**src/rtl/cache_req_arbiter_pkg.sv**
```systemverilog
// rtl/cache_req_arbiter_pkg.sv - shared types for the cache request arbiter
package cache_arb_pkg;

  typedef enum logic [1:0] {
    IDLE = 2'd0,
    BUSY = 2'd1,
    DONE = 2'd2
  } arb_state_e;

  typedef enum logic {
    M0 = 1'b0,
    M1 = 1'b1
  } owner_e;

  typedef struct packed {
    logic        we;
    logic [31:0] addr;
    logic [31:0] wdata;
  } req_t;

  // Round-robin hand-off: the port that was just served yields priority
  function automatic owner_e other_owner(input owner_e o);
    return (o == M0) ? M1 : M0;
  endfunction

endpackage

```
**src/rtl/cache_req_arbiter_if.sv**
```systemverilog
// rtl/cache_req_arbiter_if.sv - requester and cache-side signal bundle
interface cache_req_arbiter_if;
  logic        m0_req_i;
  logic        m0_we_i;
  logic [31:0] m0_addr_i;
  logic [31:0] m0_wdata_i;
  logic [31:0] m0_rdata_o;
  logic        m0_ack_o;
  logic        m0_err_o;

  logic        m1_req_i;
  logic        m1_we_i;
  logic [31:0] m1_addr_i;
  logic [31:0] m1_wdata_i;
  logic [31:0] m1_rdata_o;
  logic        m1_ack_o;
  logic        m1_err_o;

  logic        c_read_o;
  logic        c_write_o;
  logic [31:0] c_addr_o;
  logic [31:0] c_data_o;
  logic [31:0] c_data_i;
  logic        c_valid_i;

  // Arbiter side
  modport slave (
    input  m0_req_i, m0_we_i, m0_addr_i, m0_wdata_i,
    output m0_rdata_o, m0_ack_o, m0_err_o,
    input  m1_req_i, m1_we_i, m1_addr_i, m1_wdata_i,
    output m1_rdata_o, m1_ack_o, m1_err_o,
    output c_read_o, c_write_o, c_addr_o, c_data_o,
    input  c_data_i, c_valid_i
  );

  // Environment side: both requesters plus the cache
  modport master (
    output m0_req_i, m0_we_i, m0_addr_i, m0_wdata_i,
    input  m0_rdata_o, m0_ack_o, m0_err_o,
    output m1_req_i, m1_we_i, m1_addr_i, m1_wdata_i,
    input  m1_rdata_o, m1_ack_o, m1_err_o,
    input  c_read_o, c_write_o, c_addr_o, c_data_o,
    output c_data_i, c_valid_i
  );
endinterface

```
**src/rtl/cache_req_arbiter_rr.sv**
```systemverilog
// rtl/cache_req_arbiter_rr.sv - two-way round-robin pick with priority pointer
module rr_arbiter2
  import cache_arb_pkg::*;
(
  input  logic   clk,
  input  logic   rst_i,
  input  logic   req0,
  input  logic   req1,
  input  logic   update,
  input  owner_e served,
  output owner_e pick
);

  owner_e ptr;

  // Pointer moves away from the port that just completed
  always_ff @(posedge clk) begin
    if (rst_i) begin
      ptr <= M0;
    end else if (update) begin
      ptr <= other_owner(served);
    end
  end

  // A lone requester always wins; contention goes to the pointer
  always_comb begin
    pick = M0;
    if (req0 && req1) begin
      pick = ptr;
    end else if (req1) begin
      pick = M1;
    end
  end

endmodule

```
**src/rtl/cache_req_arbiter.sv**
```systemverilog
// rtl/cache_req_arbiter.sv - merges two requesters onto one cache port with timeout
module cache_req_arbiter
  import cache_arb_pkg::*;
#(
  parameter int unsigned TIMEOUT = 255
) (
  input logic               clk,
  input logic               rst_i,
  cache_req_arbiter_if.slave bus
);

  // One spare bit keeps the counter legal when the timeout is disabled
  localparam int CW = (TIMEOUT > 0) ? $clog2(TIMEOUT + 1) : 1;

  arb_state_e  state;
  owner_e      owner;
  owner_e      pick;
  req_t        cur;
  req_t        sel;
  logic [CW-1:0] cnt;

  logic [31:0] m0_rdata, m1_rdata;
  logic        m0_ack, m1_ack, m0_err, m1_err;
  logic        c_read, c_write;

  rr_arbiter2 u_rr (
    .clk    (clk),
    .rst_i  (rst_i),
    .req0   (bus.m0_req_i),
    .req1   (bus.m1_req_i),
    .update (state == DONE),
    .served (owner),
    .pick   (pick)
  );

  // Request fields of whichever port the round-robin picked
  always_comb begin
    sel = '0;
    if (pick == M1) begin
      sel = '{we: bus.m1_we_i, addr: bus.m1_addr_i, wdata: bus.m1_wdata_i};
    end else begin
      sel = '{we: bus.m0_we_i, addr: bus.m0_addr_i, wdata: bus.m0_wdata_i};
    end
  end

  // Main transaction FSM; every output is a register
  always_ff @(posedge clk) begin
    if (rst_i) begin
      state    <= IDLE;
      owner    <= M0;
      cur      <= '0;
      cnt      <= '0;
      m0_rdata <= '0;
      m1_rdata <= '0;
      m0_ack   <= 1'b0;
      m1_ack   <= 1'b0;
      m0_err   <= 1'b0;
      m1_err   <= 1'b0;
      c_read   <= 1'b0;
      c_write  <= 1'b0;
    end else begin
      m0_ack <= 1'b0;
      m1_ack <= 1'b0;
      m0_err <= 1'b0;
      m1_err <= 1'b0;
      case (state)
        IDLE: begin
          if (bus.m0_req_i || bus.m1_req_i) begin
            owner   <= pick;
            cur     <= sel;
            c_read  <= !sel.we;
            c_write <= sel.we;
            cnt     <= CW'(1);
            state   <= BUSY;
          end
        end
        BUSY: begin
          if (bus.c_valid_i) begin
            c_read  <= 1'b0;
            c_write <= 1'b0;
            if (owner == M1) begin
              m1_ack <= 1'b1;
              if (!cur.we) m1_rdata <= bus.c_data_i;
            end else begin
              m0_ack <= 1'b1;
              if (!cur.we) m0_rdata <= bus.c_data_i;
            end
            state <= DONE;
          end else if ((TIMEOUT != 0) && (cnt == CW'(TIMEOUT))) begin
            c_read  <= 1'b0;
            c_write <= 1'b0;
            if (owner == M1) begin
              m1_err   <= 1'b1;
              m1_rdata <= '0;
            end else begin
              m0_err   <= 1'b1;
              m0_rdata <= '0;
            end
            state <= DONE;
          end else if (cnt != '1) begin
            cnt <= cnt + CW'(1);
          end
        end
        DONE: begin
          state <= IDLE;
        end
        default: begin
          state <= IDLE;
        end
      endcase
    end
  end

  assign bus.m0_rdata_o = m0_rdata;
  assign bus.m1_rdata_o = m1_rdata;
  assign bus.m0_ack_o   = m0_ack;
  assign bus.m1_ack_o   = m1_ack;
  assign bus.m0_err_o   = m0_err;
  assign bus.m1_err_o   = m1_err;
  assign bus.c_read_o   = c_read;
  assign bus.c_write_o  = c_write;
  assign bus.c_addr_o   = cur.addr;
  assign bus.c_data_o   = cur.wdata;

endmodule

```
**src/flat_wrapper.sv**
```systemverilog
// flat-port wrapper written by rule: the top's interface ports become plain ports
module cache_req_arbiter_flat import cache_arb_pkg::*;
#(
  parameter int unsigned TIMEOUT = 255
)
  (clk, rst_i, bus_m0_req_i, bus_m0_we_i, bus_m0_addr_i, bus_m0_wdata_i, bus_m0_rdata_o, bus_m0_ack_o, bus_m0_err_o, bus_m1_req_i, bus_m1_we_i, bus_m1_addr_i, bus_m1_wdata_i, bus_m1_rdata_o, bus_m1_ack_o, bus_m1_err_o, bus_c_read_o, bus_c_write_o, bus_c_addr_o, bus_c_data_o, bus_c_data_i, bus_c_valid_i);
  cache_req_arbiter_if bus_i ();
  input logic clk;
  input logic rst_i;
  input wire logic [$bits(bus_i.m0_req_i)-1:0] bus_m0_req_i;
  input wire logic [$bits(bus_i.m0_we_i)-1:0] bus_m0_we_i;
  input wire logic [$bits(bus_i.m0_addr_i)-1:0] bus_m0_addr_i;
  input wire logic [$bits(bus_i.m0_wdata_i)-1:0] bus_m0_wdata_i;
  output wire logic [$bits(bus_i.m0_rdata_o)-1:0] bus_m0_rdata_o;
  output wire logic [$bits(bus_i.m0_ack_o)-1:0] bus_m0_ack_o;
  output wire logic [$bits(bus_i.m0_err_o)-1:0] bus_m0_err_o;
  input wire logic [$bits(bus_i.m1_req_i)-1:0] bus_m1_req_i;
  input wire logic [$bits(bus_i.m1_we_i)-1:0] bus_m1_we_i;
  input wire logic [$bits(bus_i.m1_addr_i)-1:0] bus_m1_addr_i;
  input wire logic [$bits(bus_i.m1_wdata_i)-1:0] bus_m1_wdata_i;
  output wire logic [$bits(bus_i.m1_rdata_o)-1:0] bus_m1_rdata_o;
  output wire logic [$bits(bus_i.m1_ack_o)-1:0] bus_m1_ack_o;
  output wire logic [$bits(bus_i.m1_err_o)-1:0] bus_m1_err_o;
  output wire logic [$bits(bus_i.c_read_o)-1:0] bus_c_read_o;
  output wire logic [$bits(bus_i.c_write_o)-1:0] bus_c_write_o;
  output wire logic [$bits(bus_i.c_addr_o)-1:0] bus_c_addr_o;
  output wire logic [$bits(bus_i.c_data_o)-1:0] bus_c_data_o;
  input wire logic [$bits(bus_i.c_data_i)-1:0] bus_c_data_i;
  input wire logic [$bits(bus_i.c_valid_i)-1:0] bus_c_valid_i;
  assign bus_i.m0_req_i = bus_m0_req_i;
  assign bus_i.m0_we_i = bus_m0_we_i;
  assign bus_i.m0_addr_i = bus_m0_addr_i;
  assign bus_i.m0_wdata_i = bus_m0_wdata_i;
  assign bus_m0_rdata_o = bus_i.m0_rdata_o;
  assign bus_m0_ack_o = bus_i.m0_ack_o;
  assign bus_m0_err_o = bus_i.m0_err_o;
  assign bus_i.m1_req_i = bus_m1_req_i;
  assign bus_i.m1_we_i = bus_m1_we_i;
  assign bus_i.m1_addr_i = bus_m1_addr_i;
  assign bus_i.m1_wdata_i = bus_m1_wdata_i;
  assign bus_m1_rdata_o = bus_i.m1_rdata_o;
  assign bus_m1_ack_o = bus_i.m1_ack_o;
  assign bus_m1_err_o = bus_i.m1_err_o;
  assign bus_c_read_o = bus_i.c_read_o;
  assign bus_c_write_o = bus_i.c_write_o;
  assign bus_c_addr_o = bus_i.c_addr_o;
  assign bus_c_data_o = bus_i.c_data_o;
  assign bus_i.c_data_i = bus_c_data_i;
  assign bus_i.c_valid_i = bus_c_valid_i;
  cache_req_arbiter #(.TIMEOUT(TIMEOUT)) u_core (.clk(clk), .rst_i(rst_i), .bus(bus_i));
endmodule
```
**config.mk**
```make
export PLATFORM = sky130hd
export DESIGN_NAME = cache_req_arbiter_flat
export DESIGN_NICKNAME = d
export VERILOG_FILES = /design/src/rtl/cache_req_arbiter_pkg.sv /design/src/rtl/cache_req_arbiter_if.sv /design/src/rtl/cache_req_arbiter_rr.sv /design/src/rtl/cache_req_arbiter.sv /design/src/flat_wrapper.sv
export SDC_FILE = /design/constraint.sdc
export NUM_CORES = 1
export LEC_CHECK = 0
export CAP_MARGIN = 20
export CORE_MARGIN = 2
export CORE_UTILIZATION = 44
export DETAILED_ROUTE_END_ITERATION = 7
export PLACE_DENSITY = 0.86
export RECOVER_POWER = 50
export SYNTH_ARGS = -nofsm -noshare
export SYNTH_HDL_FRONTEND = slang
export SYNTH_HIERARCHICAL = 1
export SYNTH_SLANG_ARGS = --single-unit
```
**constraint.sdc**
```tcl
create_clock -name clk -period 3.7 [get_ports clk]
set_input_delay 1.11 -clock clk [delete_from_list [all_inputs] [get_ports clk]]
set_output_delay 1.11 -clock clk [all_outputs]
set_load 0.005 [all_outputs]
```
==> results_dict.tcl, run 1 <==
set metrics [dict create \
    rsz0062_at_grt "no" \
    finalPower_mw 4.30 \
    vias_per_cell 5.41 \
    grt_pass1_vias 5455 \
    synth-edff-count 0 \
    num_antenna_cells 0 \
    cts_tree "yes" \
    timing.final.ws_setup_ps 723 \
    clock-sinks 147 \
    ant_nets 0 \
    leakagePower_nw 3.82 \
    crit_required_ps 4010 \
    grtUsageTotal_pct 23.4 \
    ys.flop_type "dfxtp_1" \
    busiest_layer "met2" \
    synthCells 598 \
    rrSetupSlack_ps 1830 \
    violations "capacitance limit, slew limit" \
    rows 43 \
    synth_top_area_cell "dfxtp_1" \
    synth.area.top_cells "dfxtp_1, mux2i_1, a32o_1, buf_4, a211oi_1" \
    fmax_mhz 336 \
    drive_above_1_share_pct 7.14 \
    antenna_found_initial 0 \
    min_to "u_core/bus.m1_rdata_o[31]" \
    async_reset_ff_share_pct 0 \
    post_cts_resized 0 \
    vias 5442 \
    finalSetupViolCount 0 \
    hold_viol 0 \
    power_density_nw_per_um2 453 \
    crit_fanout 71 \
    dr.pass1.iters 5 \
    post_drt_wl_per_cell_um 18.1 \
    final_cells 1006 \
    die_y_um 123 \
    area_growth_pct 52.0 \
    synth_xor_area_share_pct 0 \
    slew_headroom_pct -3.71 \
    fillers 992 \
    crit_path_start_kind "primary input" \
    route.detailed.drc 0 \
    grt_max_degree 72 \
    synth.area.mux_share_pct 10.6 \
    fin_crit_sh_pct 80.5 \
    seq_area_frac_synth_pct 47.1 \
    avgSynthCellArea_um2 10.4 \
    fin_nets 981 \
    final_cell_area_um2 9490 \
    fin_setup_tns_ps 0 \
    met3_usage_pct 9.64 \
    reg2reg_from "u_core/cnt[0]" \
    dp_hpwl_mm 13.2 \
    dieArea_um2 15200 \
    grt_use_met1_pct 24.0 \
    synth-seq-cells 147 \
    synth_top_family_by_area "compound AO/OA/AOI/OAI gates" \
    drtIter0Drc 275 \
    gp_congestion 0.870 \
    postCtsSetupRepairBufs 0 \
    r2r_cells 6 \
    clockBufferDepth 2 \
    start_util_pct 45.0 \
    synth-adder-area-share_pct 0.200 \
    synth_warnings 6 \
    critical_path_class "primary input to flip-flop" \
    pre_cts_ws_ps 697 \
    grt_overflow 0 \
    fin_worst_skew_ps 8.90 \
    final_common_cell "clkdlybuf4s50_1" \
    grt_pass1_wl_mm 27.3 \
    clk_pin_slew_ps 60 \
    maxSlewViolCount 72 \
    core_um2 13900 \
    hold_start "u_core/bus.m1_rdata_o[31]" \
    timing.final.crit_period_ps 2980 \
    synth_top_area_share_pct 47.1 \
    timing.rr.end "u_core/bus.m0_rdata_o[5]" \
    cap_violations 1 \
    holdPathStages 1 \
    h-tree-depth 4 \
    critPathCaptureType "flip-flop" \
    die-width_um 123 \
    outcome "finished with violations" \
    cts_buffers 17 \
    worst_pin_slew_ps 1560 \
    max-vdd-ir-drop_mv 0.310 \
    hold_path.class "flip-flop to flip-flop" \
    clockRootBuffer "clkbuf_16" \
    syn_area_um2 6240 \
    yosys.area_share.simple_pct 8.06 \
    ios 301 \
    synth_fp_nets 766 \
    synth_compound_area_share_pct 21.7 \
    mostFrequentLayoutCells "clkdlybuf4s50_1, dfxtp_1, dlygate4sd3_1" \
    ys_types 48 \
    io_buffers 300 \
    grt.met2_usage_pct 42.4 \
    placed_cells 974 \
    drt_wl_total_mm 18.2 \
    crit_arrival_ps 3280 \
    placed_area_um2 8880 \
    clk_latency_ps 420 \
    cts_hold_buf 0 \
]
where the power goes:
part           switching, mW  internal, mW  total [mW]
combinational          0.325         0.427       0.752
sequential            0.0591          1.69        1.75
clock                  0.686          1.11        1.79
total                   1.07          3.23        4.30
critical path: stages:
cell and delay (ps):
clkbuf_1 550, clkbuf_2 1240, a21oi_1 140, o221a_2 210
routing by layer:
metal / vias to the layer above / part of all wire [%] / wire (µm)
li1: 2621 / - / -
met1: 2552 / 36 / 6490
met2: 239 / 52 / 9370
met3: 30 / 10 / 1880
met4: 0 / 2.5 / 452
met5: - / 0 / 0
cell type report:
cell class	count	area, µm²	area share, %
Clock inverter	13	173	1.82
Sequential cell	147	2940	31.0
Timing Repair Buffer	311	3130	33.0
Tap cell	180	225	2.37
Multi-Input combinational cell	331	2550	26.8
Clock buffer	19	453	4.78
Inverter	5	18.8	0.198
flip-flops by register name (all words and copies together), names as in the netlist:
name	flops
u_core/bus.c_read_o	1
u_core/cnt	8
u_core/bus.m0_err_o	1
u_core/bus.c_addr_o	32
u_core/bus.c_write_o	1
u_core/owner	1
u_core/state	2
u_core/bus.m1_rdata_o	32
u_core/bus.m1_ack_o	1
u_core/bus.c_data_o	32
u_core/bus.m0_ack_o	1
u_core/cur	1
u_core/u_rr/ptr	1
u_core/bus.m1_err_o	1
u_core/bus.m0_rdata_o	32
synth_stat cells (2+ instances only):
| library cell | n |
|---|---|
| nand2_1 | 5 |
| buf_2 | 23 |
| a21oi_1 | 8 |
| nor4_1 | 2 |
| o32ai_1 | 2 |
| a21o_1 | 2 |
| dfxtp_1 | 147 |
| buf_4 | 65 |
| inv_1 | 5 |
| buf_6 | 6 |
| nand3_1 | 7 |
| o21a_1 | 3 |
| a32o_1 | 64 |
| clkbuf_1 | 20 |
| a21oi_2 | 2 |
| nor2_1 | 73 |
| and3_1 | 5 |
| a211oi_1 | 64 |
| mux2i_1 | 66 |
stage by stage:
| stage | util (%) | hold slack (ps) |
|---|---|---|
| 2_1_floorplan | - | 432 |
| 3_3_place_gp | 63.9 | 447 |
| 3_5_place_dp | 63.9 | 453 |
| 4_1_cts | 68.5 | 467 |
| 5_1_grt | 68.3 | 470 |
| 6_report | 68.3 | 460 |
cell families after synthesis:
logic type,Yosys count
AOI/OAI and AO/OA,157
DFF,147
buffers and inverters,120
and+or+nand+nor,107
muxes,66
adders and majority gates,1
how the worst max path moves through the flow:
stage / from / to / slack, ps / cells past startpoint
floorplan: bus_m1_req_i / u_core/bus.c_addr_o[0] / 1470 / 6
global placement: bus_c_valid_i / u_core/bus.m1_rdata_o[7] / 770 / 5
detailed placement: bus_c_valid_i / u_core/bus.m1_rdata_o[17] / 700 / 5
CTS: bus_c_valid_i / u_core/bus.m1_rdata_o[27] / 1120 / 5
global route: rst_i / u_core/bus.c_write_o / 580 / 4
finish: rst_i / u_core/bus.c_write_o / 720 / 4
(Power assumes the default switching activity.)
==> run 2: changes to the inputs <==
--- a/config.mk
+++ b/config.mk
@@ -7,9 +7,9 @@
 export LEC_CHECK = 0
 export CAP_MARGIN = 20
 export CORE_MARGIN = 2
-export CORE_UTILIZATION = 44
+export CORE_UTILIZATION = 41
 export DETAILED_ROUTE_END_ITERATION = 7
-export PLACE_DENSITY = 0.86
+export PLACE_DENSITY = 0.81
 export RECOVER_POWER = 50
 export SYNTH_ARGS = -nofsm -noshare
 export SYNTH_HDL_FRONTEND = slang
==> constraint.sdc (replaced) <==
create_clock -name clk -period 2.8 [get_ports clk]
set_input_delay 0.84 -clock clk [delete_from_list [all_inputs] [get_ports clk]]
set_output_delay 0.84 -clock clk [all_outputs]
set_load 0.005 [all_outputs]
==> results_dict.tcl, run 2 (synthesis gave the netlist of run 1 again) <==
set metrics [dict create \
    outcome "finished clean" \
    clk_pin_slew_ps 60 \
    final_cell_area_um2 9530 \
    drt_wl_total_mm 17.5 \
    fin_setup_tns_ps 0 \
    hold_start "u_core/bus.m0_rdata_o[23]" \
    leakagePower_nw 3.68 \
    grt_max_degree 65 \
    grt_overflow 0 \
    fin_nets 986 \
    core_um2 15000 \
    clk_latency_ps 420 \
    fillers 1218 \
    reg2reg_from "u_core/state[0]" \
    wl_met2_mm 8.75 \
    crit_chain "dlygate4sd3_1 -> o21a_2 -> buf_12 -> nor2_1 -> a211oi_1" \
    clockRootBuffer "clkbuf_16" \
    start_util_pct 41.5 \
    cpPeakStageDelay_ps 670 \
    fmax_mhz 418 \
    gp_congestion 0.812 \
    postCtsSetupRepairBufs 0 \
    grt_pass1_vias 5120 \
    pwr-share-comb_pct 18.4 \
    switching_share_pct 26.6 \
    holdPathStages 1 \
    cap_violations 0 \
    pwr-share-clk_pct 40.3 \
    cts_tree "yes" \
    power_density_nw_per_um2 586 \
    maxSlewViolCount 0 \
    hold_viol 0 \
    antenna_found_initial 0 \
    cts_hold_buf 0 \
    io_buffers 300 \
    crit_required_ps 3120 \
    rrSetupSlack_ps 910 \
    timing.final.crit_period_ps 2390 \
    crit_fanout 33 \
    vias_per_cell 5.27 \
    mostFrequentLayoutCells "clkdlybuf4s50_1, dfxtp_1, nor2_1" \
    die_y_um 127 \
    dp_hpwl_mm 12.7 \
    top_layer "met4" \
    rsz0062_at_grt "no" \
    crit_arrival_ps 2710 \
    finalSetupViolCount 0 \
    crit_path_start_kind "primary input" \
    met3_length_mm 1.59 \
    num_antenna_cells 0 \
    area_growth_pct 52.6 \
    critPathCaptureType "flip-flop" \
    route.detailed.drc 0 \
    vias 5375 \
    min_to "u_core/bus.m0_rdata_o[23]" \
    slowest_stage "o21a_2" \
    ant_nets 0 \
    dieArea_um2 16200 \
    grt_pass1_wl_mm 26.9 \
    clock-sinks 147 \
    fin_worst_skew_ps 7.56 \
    seqPwrFrac_pct 41.3 \
    h-tree-depth 4 \
    switching_power_mw 1.49 \
    post_drt_wl_per_cell_um 17.2 \
    timing.rr.end "u_core/bus.c_data_o[8]" \
    critical_path_class "primary input to flip-flop" \
    met1_length_mm 6.95 \
    worst_pin_slew_ps 1050 \
    final_common_cell "clkdlybuf4s50_1" \
    rows 45 \
    cts_buffers 17 \
    slew_headroom_pct 30.1 \
    r2r_cells 5 \
    p_int_mw 4.10 \
    drive_above_1_share_pct 7.70 \
    fin_crit_sh_pct 85.5 \
    max-vdd-ir-drop_mv 0.364 \
    hold_path.class "flip-flop to flip-flop" \
    ios 301 \
    die-width_um 127 \
    placed_area_um2 8960 \
    drtIter0Drc 268 \
    grtUsageTotal_pct 21.1 \
    clockBufferDepth 2 \
    dr.pass1.iters 4 \
    post_cts_resized 0 \
]
[run 2: cell types whose count changed in the layout (fill, tap and decap cells not counted), sizes merged]
cell,previous run,this run
inv,8,15
buf,10,15
clkbuf,21,19
clkinvlp,1,4
bufinv,3,1
dlygate4sd3,120,67
clkinv,6,0
clkdlybuf4s50,179,232
[run 2: worst max-delay path: cells and delay by family]
kind                   cells  cell delay [ps]
AO/OA/AOI/OAI              2              910
AND/OR/NAND/NOR            1               50
buffers and inverters      2              880
[run 2: cell type report]
type	count	area [µm²]	area share [%]
timing repair buffer	316	3200	33.6
inverter	5	18.8	0.197
multi-input combinational	331	2540	26.7
tap	188	235	2.47
sequential	147	2940	30.9
clock buffer	17	425	4.47
clock inverter	15	158	1.66
[run 2: per-stage QoR]
| step | power (mW) | setup WS [ps] | hold WS, ps | instances | utilization [%] |
|---|---|---|---|---|---|
| 4_1_cts | 5.67 | 592 | 466 | 1019 | 63.5 |
| 5_1_grt | 5.81 | 304 | 469 | 1019 | 63.4 |
| 6_report | 5.58 | 407 | 459 | 1019 | 63.4 |
| 2_1_floorplan | 2.91 | 839 | 432 | 598 | - |
| 3_3_place_gp | 3.39 | 259 | 446 | 987 | 59.6 |
| 3_5_place_dp | 3.41 | 175 | 450 | 987 | 59.6 |
[run 2: power by group through the flow]
stage / clock (mW) / sequential (mW) / combinational (mW)
after global routing: 2.37 / 2.32 / 1.11
after CTS: 2.30 / 2.31 / 1.06
after global placement: 0 / 2.35 / 1.04
after detailed placement: 0 / 2.35 / 1.05
final: 2.25 / 2.31 / 1.03
after floorplan: 0 / 2.34 / 0.568
[run 2: layer usage]
metal / GRT usage, % / vias up
li1: - / 2626
met1: 23.5 / 2517
met2: 36.5 / 217
met3: 8.50 / 15
met4: 7.43 / 0
met5: 0 / -
[run 2: worst max path at each step]
stage	from	to	slack, ps	depth (start not counted)
final	bus_m0_req_i	u_core/bus.c_data_o[8]	410	5
after global routing	bus_m0_req_i	u_core/bus.c_data_o[31]	300	5
after CTS	u_core/bus.c_data_o[5]	bus_c_data_o[5]	590	1
after detailed placement	bus_c_valid_i	u_core/bus.m0_rdata_o[20]	170	6
after global placement	bus_c_valid_i	u_core/bus.m1_rdata_o[20]	260	6
after floorplan	bus_m1_req_i	u_core/bus.c_addr_o[0]	840	6
==> run 3: changes to the inputs <==
--- a/config.mk
+++ b/config.mk
@@ -6,6 +6,7 @@
 export NUM_CORES = 1
 export LEC_CHECK = 0
 export CAP_MARGIN = 20
+export CORE_ASPECT_RATIO = 1.2
 export CORE_MARGIN = 2
 export CORE_UTILIZATION = 41
 export DETAILED_ROUTE_END_ITERATION = 7
==> results_dict.tcl, run 3 (synthesis gave the netlist of run 1 again) <==
set metrics [dict create \
    met3_usage_pct 10.4 \
    power_density_nw_per_um2 583 \
    h-tree-depth 4 \
    dieArea_um2 16200 \
    antenna_found_initial 3 \
    placed_cells 1004 \
    cts_buffers 17 \
    vias_per_cell 5.18 \
    dr.pass1.iters 4 \
    die-width_um 117 \
    grt_pass1_vias 5154 \
    critical_path_class "primary input to flip-flop" \
    holdPathStages 1 \
    placed_area_um2 8990 \
    grtUsageTotal_pct 21.4 \
    core_um2 15000 \
    clk_pin_slew_ps 60 \
    grt_pass1_wl_mm 26.9 \
    clock-sinks 147 \
    outcome "finished clean" \
    finalPower_mw 5.57 \
    finalSetupViolCount 0 \
    hold_viol 0 \
    fin_crit_sh_pct 83.5 \
    crit_path_start_kind "primary input" \
    maxSlewViolCount 0 \
    holdWs_ps 459 \
    critPathCaptureType "flip-flop" \
    r2r_cells 6 \
    timing.final.ws_setup_ps 462 \
    rsz0062_at_grt "no" \
    max-vdd-ir-drop_mv 0.317 \
    slew_headroom_pct 56.4 \
    fmax_mhz 428 \
    pre_cts_ws_ps 208 \
    timing.final.crit_period_ps 2340 \
    vias 5378 \
    io_buffers 300 \
    dp_hpwl_mm 13.0 \
    drt_wl_total_mm 17.4 \
    drtIter0Drc 277 \
    mostFrequentLayoutCells "clkdlybuf4s50_1, dfxtp_1, nor2_1" \
    ant_nets 0 \
    die_y_um 139 \
    hold_path.class "flip-flop to flip-flop" \
    post-route-util_pct 63.9 \
    grt_use_met1_pct 23.8 \
    route.detailed.drc 0 \
    leakagePower_nw 3.68 \
    fin_setup_tns_ps 0 \
    clk_latency_ps 420 \
    clockRootBuffer "clkbuf_16" \
    grt.met2_usage_pct 35.0 \
    ios 301 \
    rows 49 \
    worst_pin_slew_ps 654 \
    grt_overflow 0 \
    crit_fanout 23 \
    grt_max_degree 77 \
    crit_required_ps 3090 \
    gp_congestion 0.779 \
    post_cts_resized 0 \
    crit_arrival_ps 2630 \
    cts_tree "yes" \
    final_cell_area_um2 9560 \
    area_growth_pct 53.1 \
    busiest_layer "met2" \
    fin_nets 987 \
    cap_violations 0 \
    start_util_pct 41.7 \
    cts_hold_buf 0 \
    final_cells 1038 \
    final_common_cell "clkdlybuf4s50_1" \
    clockBufferDepth 2 \
    post_drt_wl_per_cell_um 16.8 \
    fin_worst_skew_ps 10.0 \
    drive_above_1_share_pct 7.57 \
    postCtsSetupRepairBufs 0 \
]
## run 3: per-layer routing
layer / part of all wire, % / up-vias
met5: 0.069 / -
met4: 2.4 / 2
met3: 12 / 29
met2: 48 / 242
met1: 37 / 2477
li1: - / 2628
## run 3: layout make-up
class	instances	area, µm²
multi-input cells	331	2550
well taps	204	255
flip-flops and latches	147	2940
clock inverters	15	160
fillers	1269	5400
repair buffers	317	3200
clock buffers	17	425
inverters	5	18.8
diodes	2	5.00
## run 3: path summary, 6_finish.rpt
path / slack, ps / startpoint / end
max: 460 / bus_m1_req_i / u_core/bus.c_addr_o[1]
min: 460 / u_core/bus.m0_rdata_o[2] / u_core/bus.m0_rdata_o[2]
max reg2reg: 970 / u_core/cnt[0] / u_core/bus.m1_rdata_o[23]
min reg2reg: 460 / u_core/bus.m0_rdata_o[2] / u_core/bus.m0_rdata_o[2]
## run 3: report_power, final
group	total [mW]	internal, mW	switching (mW)	leakage (nW)
Combinational	1.02	0.598	0.425	2.19
Sequential	2.31	2.23	0.0741	1.20
Clock	2.24	1.26	0.974	0.283
## run 3: critical path, stage by stage
cell and delay, ps:
dlygate4sd3_1 590, a21boi_4 260, buf_12 230, clkbuf_1 350, mux2i_1 250, a211oi_1 90
